`src/rtl/mvm_uart_pkg.sv`:
```
// Shared UART definitions for the MVM link: frame defaults, counter sizing, byte packing, FSM states.
// UART_TX_PARITY_EN moves one post-data slot from stop bit to even parity.
package mvm_uart_pkg;

   localparam int CLOCKS_PER_PULSE_DEF = 4;
   localparam int BITS_PER_WORD_DEF    = 8;
   localparam int PACKET_SIZE_TX_DEF   = 13;

   typedef enum logic [1:0] {
      ST_IDLE,
      ST_START,
      ST_DATA,
      ST_STOP
   } uart_state_e;

   function automatic int calc_nb(input int w, input int bpw);
      return (w + bpw - 1) / bpw;
   endfunction

   function automatic int cnt_w(input int max_val);
      return (max_val < 1) ? 1 : $clog2(max_val + 1);
   endfunction

   function automatic int stop_bits(input int pkt, input int bpw);
`ifdef UART_TX_PARITY_EN
      return pkt - bpw - 2;
`else
      return pkt - bpw - 1;
`endif
   endfunction

endpackage

```
`src/rtl/uart_tx_frame.sv`:
```
// Byte serialiser: one frame per accepted byte; byte_rdy_o rises in the last cycle of a frame so frames
// chain without a gap. UART_TX_PARITY_EN puts even parity in the first post-data slot.
module uart_tx_frame
   import mvm_uart_pkg::*;
#(
   parameter int CLOCKS_PER_PULSE = CLOCKS_PER_PULSE_DEF,
   parameter int BITS_PER_WORD    = BITS_PER_WORD_DEF,
   parameter int PACKET_SIZE_TX   = PACKET_SIZE_TX_DEF
) (
   input  logic                     clk_i,
   input  logic                     rst_i,
   input  logic [BITS_PER_WORD-1:0] byte_dat_i,
   input  logic                     byte_vld_i,
   output logic                     byte_rdy_o,
   output logic                     frame_end_o,
   output logic                     tx_o
);

   localparam int BAUD_W = cnt_w(CLOCKS_PER_PULSE - 1);
   localparam int BIT_W  = cnt_w(PACKET_SIZE_TX - 1);
`ifdef UART_TX_PARITY_EN
   localparam int PAR_SLOTS = 1;
`else
   localparam int PAR_SLOTS = 0;
`endif
   localparam int LAST_BIT = BITS_PER_WORD + PAR_SLOTS + stop_bits(PACKET_SIZE_TX, BITS_PER_WORD);

   uart_state_e              state_q, state_d;
   logic [BAUD_W-1:0]        baud_q, baud_d;
   logic [BIT_W-1:0]         bit_q, bit_d, bit_nx;
   logic [BITS_PER_WORD-1:0] sh_q, sh_d;
   logic                     tx_q, tx_d;
   logic                     baud_end;
`ifdef UART_TX_PARITY_EN
   logic                     par_q, par_d;
`endif

   assign baud_end    = (baud_q == BAUD_W'(CLOCKS_PER_PULSE - 1));
   assign bit_nx      = bit_q + BIT_W'(1);
   assign frame_end_o = (state_q == ST_STOP) && baud_end && (bit_q == BIT_W'(LAST_BIT));
   assign byte_rdy_o  = (state_q == ST_IDLE) || frame_end_o;
   assign tx_o        = tx_q;

   always_comb begin
      state_d = state_q;
      baud_d  = baud_q;
      bit_d   = bit_q;
      sh_d    = sh_q;
      tx_d    = tx_q;
`ifdef UART_TX_PARITY_EN
      par_d   = par_q;
`endif
      if (byte_vld_i && byte_rdy_o) begin
         state_d = ST_START;
         baud_d  = '0;
         bit_d   = '0;
         sh_d    = byte_dat_i;
         tx_d    = 1'b0;
`ifdef UART_TX_PARITY_EN
         par_d   = ^byte_dat_i;
`endif
      end else if (frame_end_o) begin
         state_d = ST_IDLE;
         baud_d  = '0;
         bit_d   = '0;
         tx_d    = 1'b1;
      end else if (state_q != ST_IDLE) begin
         if (baud_end) begin
            baud_d = '0;
            bit_d  = bit_nx;
            // tx is registered, so it is loaded with the value of the slot being entered
            if (bit_nx <= BIT_W'(BITS_PER_WORD)) begin
               state_d = ST_DATA;
               tx_d    = sh_q[0];
               sh_d    = sh_q >> 1;
            end else begin
               state_d = ST_STOP;
               tx_d    = 1'b1;
`ifdef UART_TX_PARITY_EN
               if (bit_nx == BIT_W'(BITS_PER_WORD + 1)) tx_d = par_q;
`endif
            end
         end else begin
            baud_d = baud_q + BAUD_W'(1);
         end
      end
   end

   always_ff @(posedge clk_i) begin
      if (rst_i) begin
         state_q <= ST_IDLE;
         baud_q  <= '0;
         bit_q   <= '0;
         sh_q    <= '0;
         tx_q    <= 1'b1;
`ifdef UART_TX_PARITY_EN
         par_q   <= 1'b0;
`endif
      end else begin
         state_q <= state_d;
         baud_q  <= baud_d;
         bit_q   <= bit_d;
         sh_q    <= sh_d;
         tx_q    <= tx_d;
`ifdef UART_TX_PARITY_EN
         par_q   <= par_d;
`endif
      end
   end

endmodule

```
`src/rtl/mvm_uart_tx_packer.sv`:
```
// Holds one result vector and feeds its sign-extended little-endian bytes to the frame serialiser;
// tx starts one cycle after the handshake, s_valid is ignored while busy. Parity via UART_TX_PARITY_EN.
module mvm_uart_tx_packer
   import mvm_uart_pkg::*;
#(
   parameter int CLOCKS_PER_PULSE = CLOCKS_PER_PULSE_DEF,
   parameter int BITS_PER_WORD    = BITS_PER_WORD_DEF,
   parameter int PACKET_SIZE_TX   = PACKET_SIZE_TX_DEF,
   parameter int W_Y_OUT          = 10,
   parameter int R                = 4
) (
   input  logic                 clk,
   input  logic                 rst,
   input  logic [R*W_Y_OUT-1:0] s_data,
   input  logic                 s_valid,
   output logic                 s_ready,
   output logic                 tx,
   output logic                 busy
);

   localparam int NB     = calc_nb(W_Y_OUT, BITS_PER_WORD);
   localparam int WB     = NB * BITS_PER_WORD;
   localparam int NBYTES = R * NB;
   localparam int BC_W   = cnt_w(NBYTES - 1);

   logic [R*W_Y_OUT-1:0]                    vec_q, vec_d;
   logic [BC_W-1:0]                         cnt_q, cnt_d;
   logic                                    rdy_q, rdy_d;
   logic                                    sent_q, sent_d;
   logic [NBYTES-1:0][BITS_PER_WORD-1:0]    ext;
   logic                                    byte_vld, byte_rdy, frame_end;

   always_comb begin
      ext = '0;
      for (int r = 0; r < R; r++) begin
         ext[r*NB +: NB] = WB'($signed(vec_q[r*W_Y_OUT +: W_Y_OUT]));
      end
   end

   // sent_q: final byte handed to the serialiser, vector ends with that frame
   assign byte_vld = !rdy_q && !sent_q;
   assign s_ready  = rdy_q;
   assign busy     = !rdy_q;

   always_comb begin
      vec_d  = vec_q;
      cnt_d  = cnt_q;
      rdy_d  = rdy_q;
      sent_d = sent_q;
      if (s_valid && rdy_q) begin
         vec_d  = s_data;
         cnt_d  = '0;
         rdy_d  = 1'b0;
         sent_d = 1'b0;
      end else if (!rdy_q) begin
         if (byte_vld && byte_rdy) begin
            if (cnt_q == BC_W'(NBYTES - 1)) sent_d = 1'b1;
            else                             cnt_d  = cnt_q + BC_W'(1);
         end
         if (sent_q && frame_end) rdy_d = 1'b1;
      end
   end

   always_ff @(posedge clk) begin
      if (rst) begin
         vec_q  <= '0;
         cnt_q  <= '0;
         rdy_q  <= 1'b1;
         sent_q <= 1'b0;
      end else begin
         vec_q  <= vec_d;
         cnt_q  <= cnt_d;
         rdy_q  <= rdy_d;
         sent_q <= sent_d;
      end
   end

   uart_tx_frame #(
      .CLOCKS_PER_PULSE(CLOCKS_PER_PULSE),
      .BITS_PER_WORD   (BITS_PER_WORD),
      .PACKET_SIZE_TX  (PACKET_SIZE_TX)
   ) u_frame (
      .clk_i      (clk),
      .rst_i      (rst),
      .byte_dat_i (ext[cnt_q]),
      .byte_vld_i (byte_vld),
      .byte_rdy_o (byte_rdy),
      .frame_end_o(frame_end),
      .tx_o       (tx)
   );

endmodule

```
`config.mk`:
```
export PLATFORM = sky130hd
export DESIGN_NAME = mvm_uart_tx_packer
export DESIGN_NICKNAME = d
export VERILOG_FILES = /design/src/rtl/mvm_uart_pkg.sv /design/src/rtl/uart_tx_frame.sv /design/src/rtl/mvm_uart_tx_packer.sv
export SDC_FILE = /design/constraint.sdc
export NUM_CORES = 1
export LEC_CHECK = 0
export BUFFER_PORTS_ARGS = -buffer_cell sky130_fd_sc_hd__buf_2
export CORE_ASPECT_RATIO = 0.7
export CORE_MARGIN = 4
export CORE_UTILIZATION = 56
export CTS_CLUSTER_SIZE = 25
export DETAILED_ROUTE_END_ITERATION = 8
export GPL_TIMING_DRIVEN = 0
export PLACE_DENSITY = 0.79
export SKIP_CTS_REPAIR_TIMING = 1
export SLEW_MARGIN = 25
export SYNTH_ARGS = -nofsm -noshare
export SYNTH_HDL_FRONTEND = slang
export SYNTH_SLANG_ARGS = --single-unit
export TNS_END_PERCENT = 10
```
`constraint.sdc`:
```
create_clock -name clk -period 2.25 [get_ports clk]
set_input_delay 0.1125 -clock clk [delete_from_list [all_inputs] [get_ports clk]]
set_output_delay 0.1125 -clock clk [all_outputs]
set_load 0.03 [all_outputs]
```
==> flow_metrics.py, run 1 <==
metrics = {
    "run_status": {
        "status": "complete, no violations",
    },
    "worst_setup_path": {
        "crit_required_ns": 2.49,
        "slowest_stage": "dfxtp_1",
        "r2r-end": "u_frame.sh_q[1]",
        "critPathTopFamily": "simple AND/OR/NAND/NOR gates",
        "crit_chain": "ha_1 -> nor2b_1 -> buf_2 -> and4b_1 -> buf_6 -> nor3_1 -> a2111oi_2",
        "start_kind": "flip-flop",
        "critPathBufInv": 2,
        "critical_path_class": "flip-flop to flip-flop",
        "cp.arrival_ns": 2.11,
        "worst-r2r-setup-slack_ns": 0.37,
        "max_stage_delay_ns": 0.35,
        "worstPathMaxFanout": 10,
        "worstRegToRegCells": 7,
        "reg2reg_from": "u_frame.baud_q[0]",
        "critPathCaptureType": "flip-flop",
    },
    "drt": {
        "first_pass_iters": 4,
        "post-route-drc-count": 0,
        "vias": 2429,
        "drt_iter0_markers": 211,
        "avgViaCountPerCell": 5.48,
        "ant_nets": 0,
        "wl_um": 6720,
        "routedWlPerCell_um": 15.2,
    },
    "synthesis": {
        "synth_nets": 360,
        "ys_top_cells_by_area": "dfxtp_1 (45%), nand2_1 (12%), a21oi_1 (8.6%)",
        "yosys_most_used_dff": "dfxtp_1",
        "yosysWarnings": 0,
        "yosys_register_bits": 62,
        "ys_types": 38,
        "synth_edf_count": 0,
        "synthArstFlopShare": 0,
        "avgSynthCellArea_sq_um": 8.93,
        "synth_top_area_share": 0.445,
        "syn_inst": 312,
        "yosysSeqAreaShare": 0.445,
        "yosysTopAreaCell": "dfxtp_1",
        "syn_area_sq_mm": 0.00279,
    },
    "die": {
        "coreArea_sq_mm": 0.00478,
        "rows": 21,
        "die-width_um": 92.3,
        "die_area_sq_mm": 0.00619,
        "die_height_um": 67.0,
        "initial_core_util": 0.583,
        "ios": 46,
    },
    "clock_tree": {
        "clockBufferDepth": 2,
        "htree_levels": 3,
        "clk_pin_slew_ns": 0.06,
        "clock_latency_ns": 0.34,
        "cts_root_buffer": "clkbuf_8",
        "cts-buffers-inserted": 9,
        "clock-sinks": 62,
        "cts_tree": "built",
    },
    "power_and_ir_drop": {
        "ir_drop_mv": 0.440,
        "power_mw": 2.53,
        "power_density_mw_per_mm2": 760,
        "leakagePower_nw": 1.32,
    },
    "sta": {
        "period_share": 0.834,
        "grt_setup_unrepaired": "no",
        "relSlewSlack": 0.628,
        "layout_min_cycle_time_ns": 1.88,
        "hold_violations": 0,
        "max_freq_mhz": 533,
        "finalMaxSlewViolations": 0,
        "tns_ns": 0,
        "setup_viol": 0,
        "finClkSkew_ns": 0.00513,
        "worst_slew_pin_slew_ns": 0.558,
    },
    "placed_design": {
        "io_buffers": 45,
        "dp.final_hpwl_um": 4890,
        "routabilityCongestion": 0.829,
    },
    "min_path": {
        "worstHoldEndpoint": "vec_q[24]",
        "worstHoldPathCells": 3,
        "hold_path_class": "input pin to flip-flop",
        "hold_start": "s_data[24]",
    },
    "global_routing": {
        "grt_pass1_vias": 2212,
        "grt_max_degree": 11,
        "grt_antenna_before_repair": 0,
        "grt-ovfl-total": 0,
        "grt_pass1_wl_um": 10900,
        "track_usage": 0.235,
    },
    "job": {
        "drv_cap": 0,
    },
    "layout": {
        "fin_nets": 417,
        "mostFrequentLayoutCell": "nand2_1",
        "diodes": 0,
        "mostFrequentLayoutCells": "nand2_1 (87), dfxtp_1 (62), a21oi_1 (48), buf_2 (48), clkbuf_1 (16)",
        "area_growth_pct": 19.4,
        "drive_above_1_share": 0.201,
        "final_util": 0.696,
        "fillerInstances": 397,
    },
}
cells in the mapped netlist, drive strengths merged (2+ instances only):
cell	count
nor3	7
nand2	87
or2	3
inv	5
ha	5
nor2b	3
a221oi	5
dfxtp	62
nand2b	7
and4b	2
mux2i	14
xnor2	2
a21oi	48
a2111oi	2
clkbuf	16
nor2	12
buf	7
mux4	9
how the worst max path moves through the flow:
stage	from	cells after the start	endpoint	slack, ns
floorplan	u_frame.bit_q[0]	7	u_frame.sh_q[1]	0.62
global placement	u_frame.baud_q[0]	7	u_frame.sh_q[0]	0.50
detailed placement	u_frame.baud_q[0]	7	u_frame.sh_q[1]	0.40
CTS	u_frame.baud_q[0]	7	u_frame.sh_q[1]	0.37
global route	u_frame.baud_q[0]	7	u_frame.sh_q[1]	0.25
finish	u_frame.baud_q[0]	7	u_frame.sh_q[1]	0.37
power breakdown:
part / switching [mW] / internal [mW] / leakage [nW]
registers: 0.0379 / 1.16 / 0.508
logic: 0.169 / 0.121 / 0.693
clock network: 0.409 / 0.628 / 0.115
total: 0.616 / 1.91 / 1.32
cell type report:
type / count / area, sq um / share of cell area
multi-input combinational: 222 / 1410 / 0.422
tap: 69 / 86.3 / 0.0259
timing repair buffer: 46 / 235 / 0.0707
clock inverter: 3 / 40.0 / 0.0120
buffer: 23 / 121 / 0.0365
sequential: 62 / 1240 / 0.373
inverter: 5 / 18.8 / 0.00564
clock buffer: 13 / 179 / 0.0538
worst reg2reg max path, cell delays in order, from the launching register on:
cell and delay, ns:
dfxtp_1 0.35, ha_1 0.27, nor2b_1 0.15, buf_2 0.21
and4b_1 0.25, buf_6 0.16, nor3_1 0.06, a2111oi_2 0.32
state kept, by name, indices dropped and copies added, names as in the netlist, 2 cells and up:
name             count
vec_q               40
u_frame.sh_q         8
u_frame.bit_q        4
cnt_q                3
u_frame.baud_q       2
u_frame.state_q      2
cell families after synthesis:
family	Yosys count	synth area share
simple gates	128	0.203
compound gates	63	0.135
flops	62	0.445
buf+inv	28	0.0503
mux	23	0.134
fa+ha+maj	5	0.0225
xor+xnor	3	0.00943
routing by layer:
layer,wire length (um),part of all wire,track usage,up-vias
li1,-,-,-,1200
met1,3160,0.47,0.320,1138
met2,2900,0.43,0.350,81
met3,562,0.084,0.0801,10
met4,94,0.014,0.0778,0
met5,0,0,0,-
stage by stage:
step | std cells | hold WS [ns] | worst slack [ns] | cell area, sq um
finish | 443 | 0.00594 | 0.374 | 3330
global route | 443 | 0.000247 | 0.253 | 3330
CTS | 442 | -0.00894 | 0.370 | 3320
global placement | 426 | 0.358 | 0.498 | 3100
detailed placement | 426 | 0.358 | 0.401 | 3100
floorplan | 312 | 0.248 | 0.623 | 2790
Power figures use the tool's default switching activity.
==> run 2: changes to the inputs <==
==> constraint.sdc (replaced) <==
create_clock -name clk -period 1.9 [get_ports clk]
set_input_delay 0.095 -clock clk [delete_from_list [all_inputs] [get_ports clk]]
set_output_delay 0.095 -clock clk [all_outputs]
set_load 0.03 [all_outputs]
==> run 2 against run 1 <==
Net effect:
- the run now ends with negative hold slack left
- worst hold slack worse by 0.019 ns
- sequential power is 19% higher
- core utilization grew 5.6 points
- via count up 7.2%
- worst setup slack got worse by 0.35 ns
- critical path type unchanged
- largest cell class unchanged
==> flow_metrics.py, run 2 (synthesis results as in run 1) <==
metrics = {
    "worst_setup_path": {
        "crit_end": "vec_q[1]",
        "crit_required_ns": 2.17,
        "reg2reg_from": "s_ready",
        "max_stage_delay_ns": 0.51,
        "slowest_stage": "clkbuf_1",
        "critPathBufInv": 2,
        "critical_path_class": "flip-flop to flip-flop",
        "start_kind": "flip-flop",
        "cp.depth": 5,
        "cp_common_cell": "clkbuf_1",
        "worst-r2r-setup-slack_ns": 0.03,
        "cp.arrival_ns": 2.15,
        "worstRegToRegCells": 5,
        "worstSetupStartpoint": "s_ready",
        "critPathCaptureType": "flip-flop",
        "crit_chain": "and2_1 -> clkbuf_1 -> clkbuf_1 -> nand2_1 -> a21oi_1",
        "critPathTopFamily": "buffers and inverters",
        "worstPathMaxFanout": 10,
        "r2r-end": "vec_q[1]",
    },
    "die": {
        "coreArea_sq_mm": 0.00478,
        "die_height_um": 67.0,
        "ios": 46,
        "rows": 21,
        "die-width_um": 92.3,
        "initial_core_util": 0.583,
        "die_area_sq_mm": 0.00619,
    },
    "sta": {
        "worst_slew_pin_slew_ns": 0.569,
        "layout_min_cycle_time_ns": 1.87,
        "period_share": 0.987,
        "whs_ns": -0.0132,
        "setup_viol": 0,
        "relSlewSlack": 0.620,
        "grt_setup_unrepaired": "yes",
        "hold_violations": 5,
        "finalMaxSlewViolations": 0,
        "max_freq_mhz": 533,
        "finClkSkew_ns": 0.00504,
    },
    "layout": {
        "mostFrequentLayoutCells": "nand2_1 (87), dfxtp_1 (60), a21oi_1 (48)",
        "largest_register_ffs": 40,
        "mostFrequentLayoutCell": "nand2_1",
        "final_util": 0.751,
        "diodes": 0,
        "largest_register": "vec_q",
        "drive_above_1_share": 0.201,
        "fin_area_sq_mm": 0.00359,
        "fin_nets": 441,
        "area_growth_pct": 29.0,
        "reg.largest.list": "vec_q x40, u_frame.sh_q x8, u_frame.bit_q x4",
    },
    "global_routing": {
        "track_usage": 0.235,
        "grt_pass1_vias": 2212,
        "grt_antenna_before_repair": 0,
        "grt_max_degree": 11,
        "grt_pass1_wl_um": 10900,
        "grt-ovfl-total": 0,
    },
    "drt": {
        "first_pass_iters": 7,
        "post-route-drc-count": 0,
        "wl_um": 7660,
        "drt_iter0_markers": 213,
        "vias": 2605,
        "avgViaCountPerCell": 5.58,
        "routedWlPerCell_um": 16.4,
        "ant_nets": 0,
    },
    "placed_design": {
        "io_buffers": 45,
        "dp.final_hpwl_um": 4890,
        "placed_cell_area_sq_mm": 0.00310,
        "routabilityCongestion": 0.829,
    },
    "power_and_ir_drop": {
        "leakagePower_nw": 1.42,
        "power_mw": 3.07,
        "ir_drop_mv": 0.486,
        "power_density_mw_per_mm2": 854,
    },
    "run_status": {
        "status": "finished with violations",
        "violations": "negative hold slack",
    },
    "job": {
        "drv_cap": 0,
    },
    "clock_tree": {
        "cts-buffers-inserted": 9,
        "cts_tree": "built",
        "clk_pin_slew_ns": 0.07,
        "cts_root_buffer": "clkbuf_8",
        "clockBufferDepth": 2,
        "clock-sinks": 62,
        "htree_levels": 3,
        "clock_latency_ns": 0.35,
    },
    "min_path": {
        "hold_path_class": "input pin to flip-flop",
    },
}
## run 2: how the worst min path moves through the flow
stage	cells after the start	to	slack, ns	start
after global routing	3	vec_q[6]	-0.009	s_data[6]
final	3	vec_q[10]	-0.01	s_data[10]
after CTS	3	vec_q[24]	-0.03	s_data[24]
after floorplan	2	vec_q[0]	0.23	s_data[0]
after global placement	3	vec_q[23]	0.34	s_data[23]
after detailed placement	3	vec_q[24]	0.34	s_data[24]
## run 2: where the power goes
| part | total [mW] | internal, mW | leakage [nW] | switching (mW) |
|---|---|---|---|---|
| clock | 1.25 | 0.744 | 0.115 | 0.504 |
| combinational | 0.396 | 0.178 | 0.793 | 0.218 |
| sequential | 1.43 | 1.38 | 0.509 | 0.0488 |
## run 2: tightest hold or removal path, delay by kind of cell
| kind | cells | cell delay, ns |
|---|---|---|
| AOI/OAI and AO/OA | 1 | 0.05 |
| and+or+nand+nor | 1 | 0.05 |
| buffers and inverters | 1 | 0.10 |
## run 2: per-layer routing
metal	global-route usage	vias to the layer above	routed length, um
met5	0	-	0
met4	0.0778	0	150
met3	0.0801	18	590
met2	0.350	119	3520
met1	0.320	1225	3400
li1	-	1243	-
## run 2: metrics by stage
step | std cells | hold WS, ns | worst slack, ns | setup TNS (ns)
after floorplan | 312 | 0.231 | 0.273 | 0
after global placement | 426 | 0.341 | 0.148 | 0
after detailed placement | 426 | 0.341 | 0.0513 | 0
after CTS | 442 | -0.0264 | 0.0204 | 0
after global routing | 467 | -0.00900 | -0.0727 | -0.351
final | 467 | -0.0132 | 0.0250 | 0
## run 2: cell type report
type	count	area (sq um)
tap	69	86.3
clock buffer	13	179
sequential	62	1240
buffer	23	125
clock inverter	3	40.0
multi-input combinational	222	1430
fill	331	1190
timing repair buffer	70	475
inverter	5	18.8
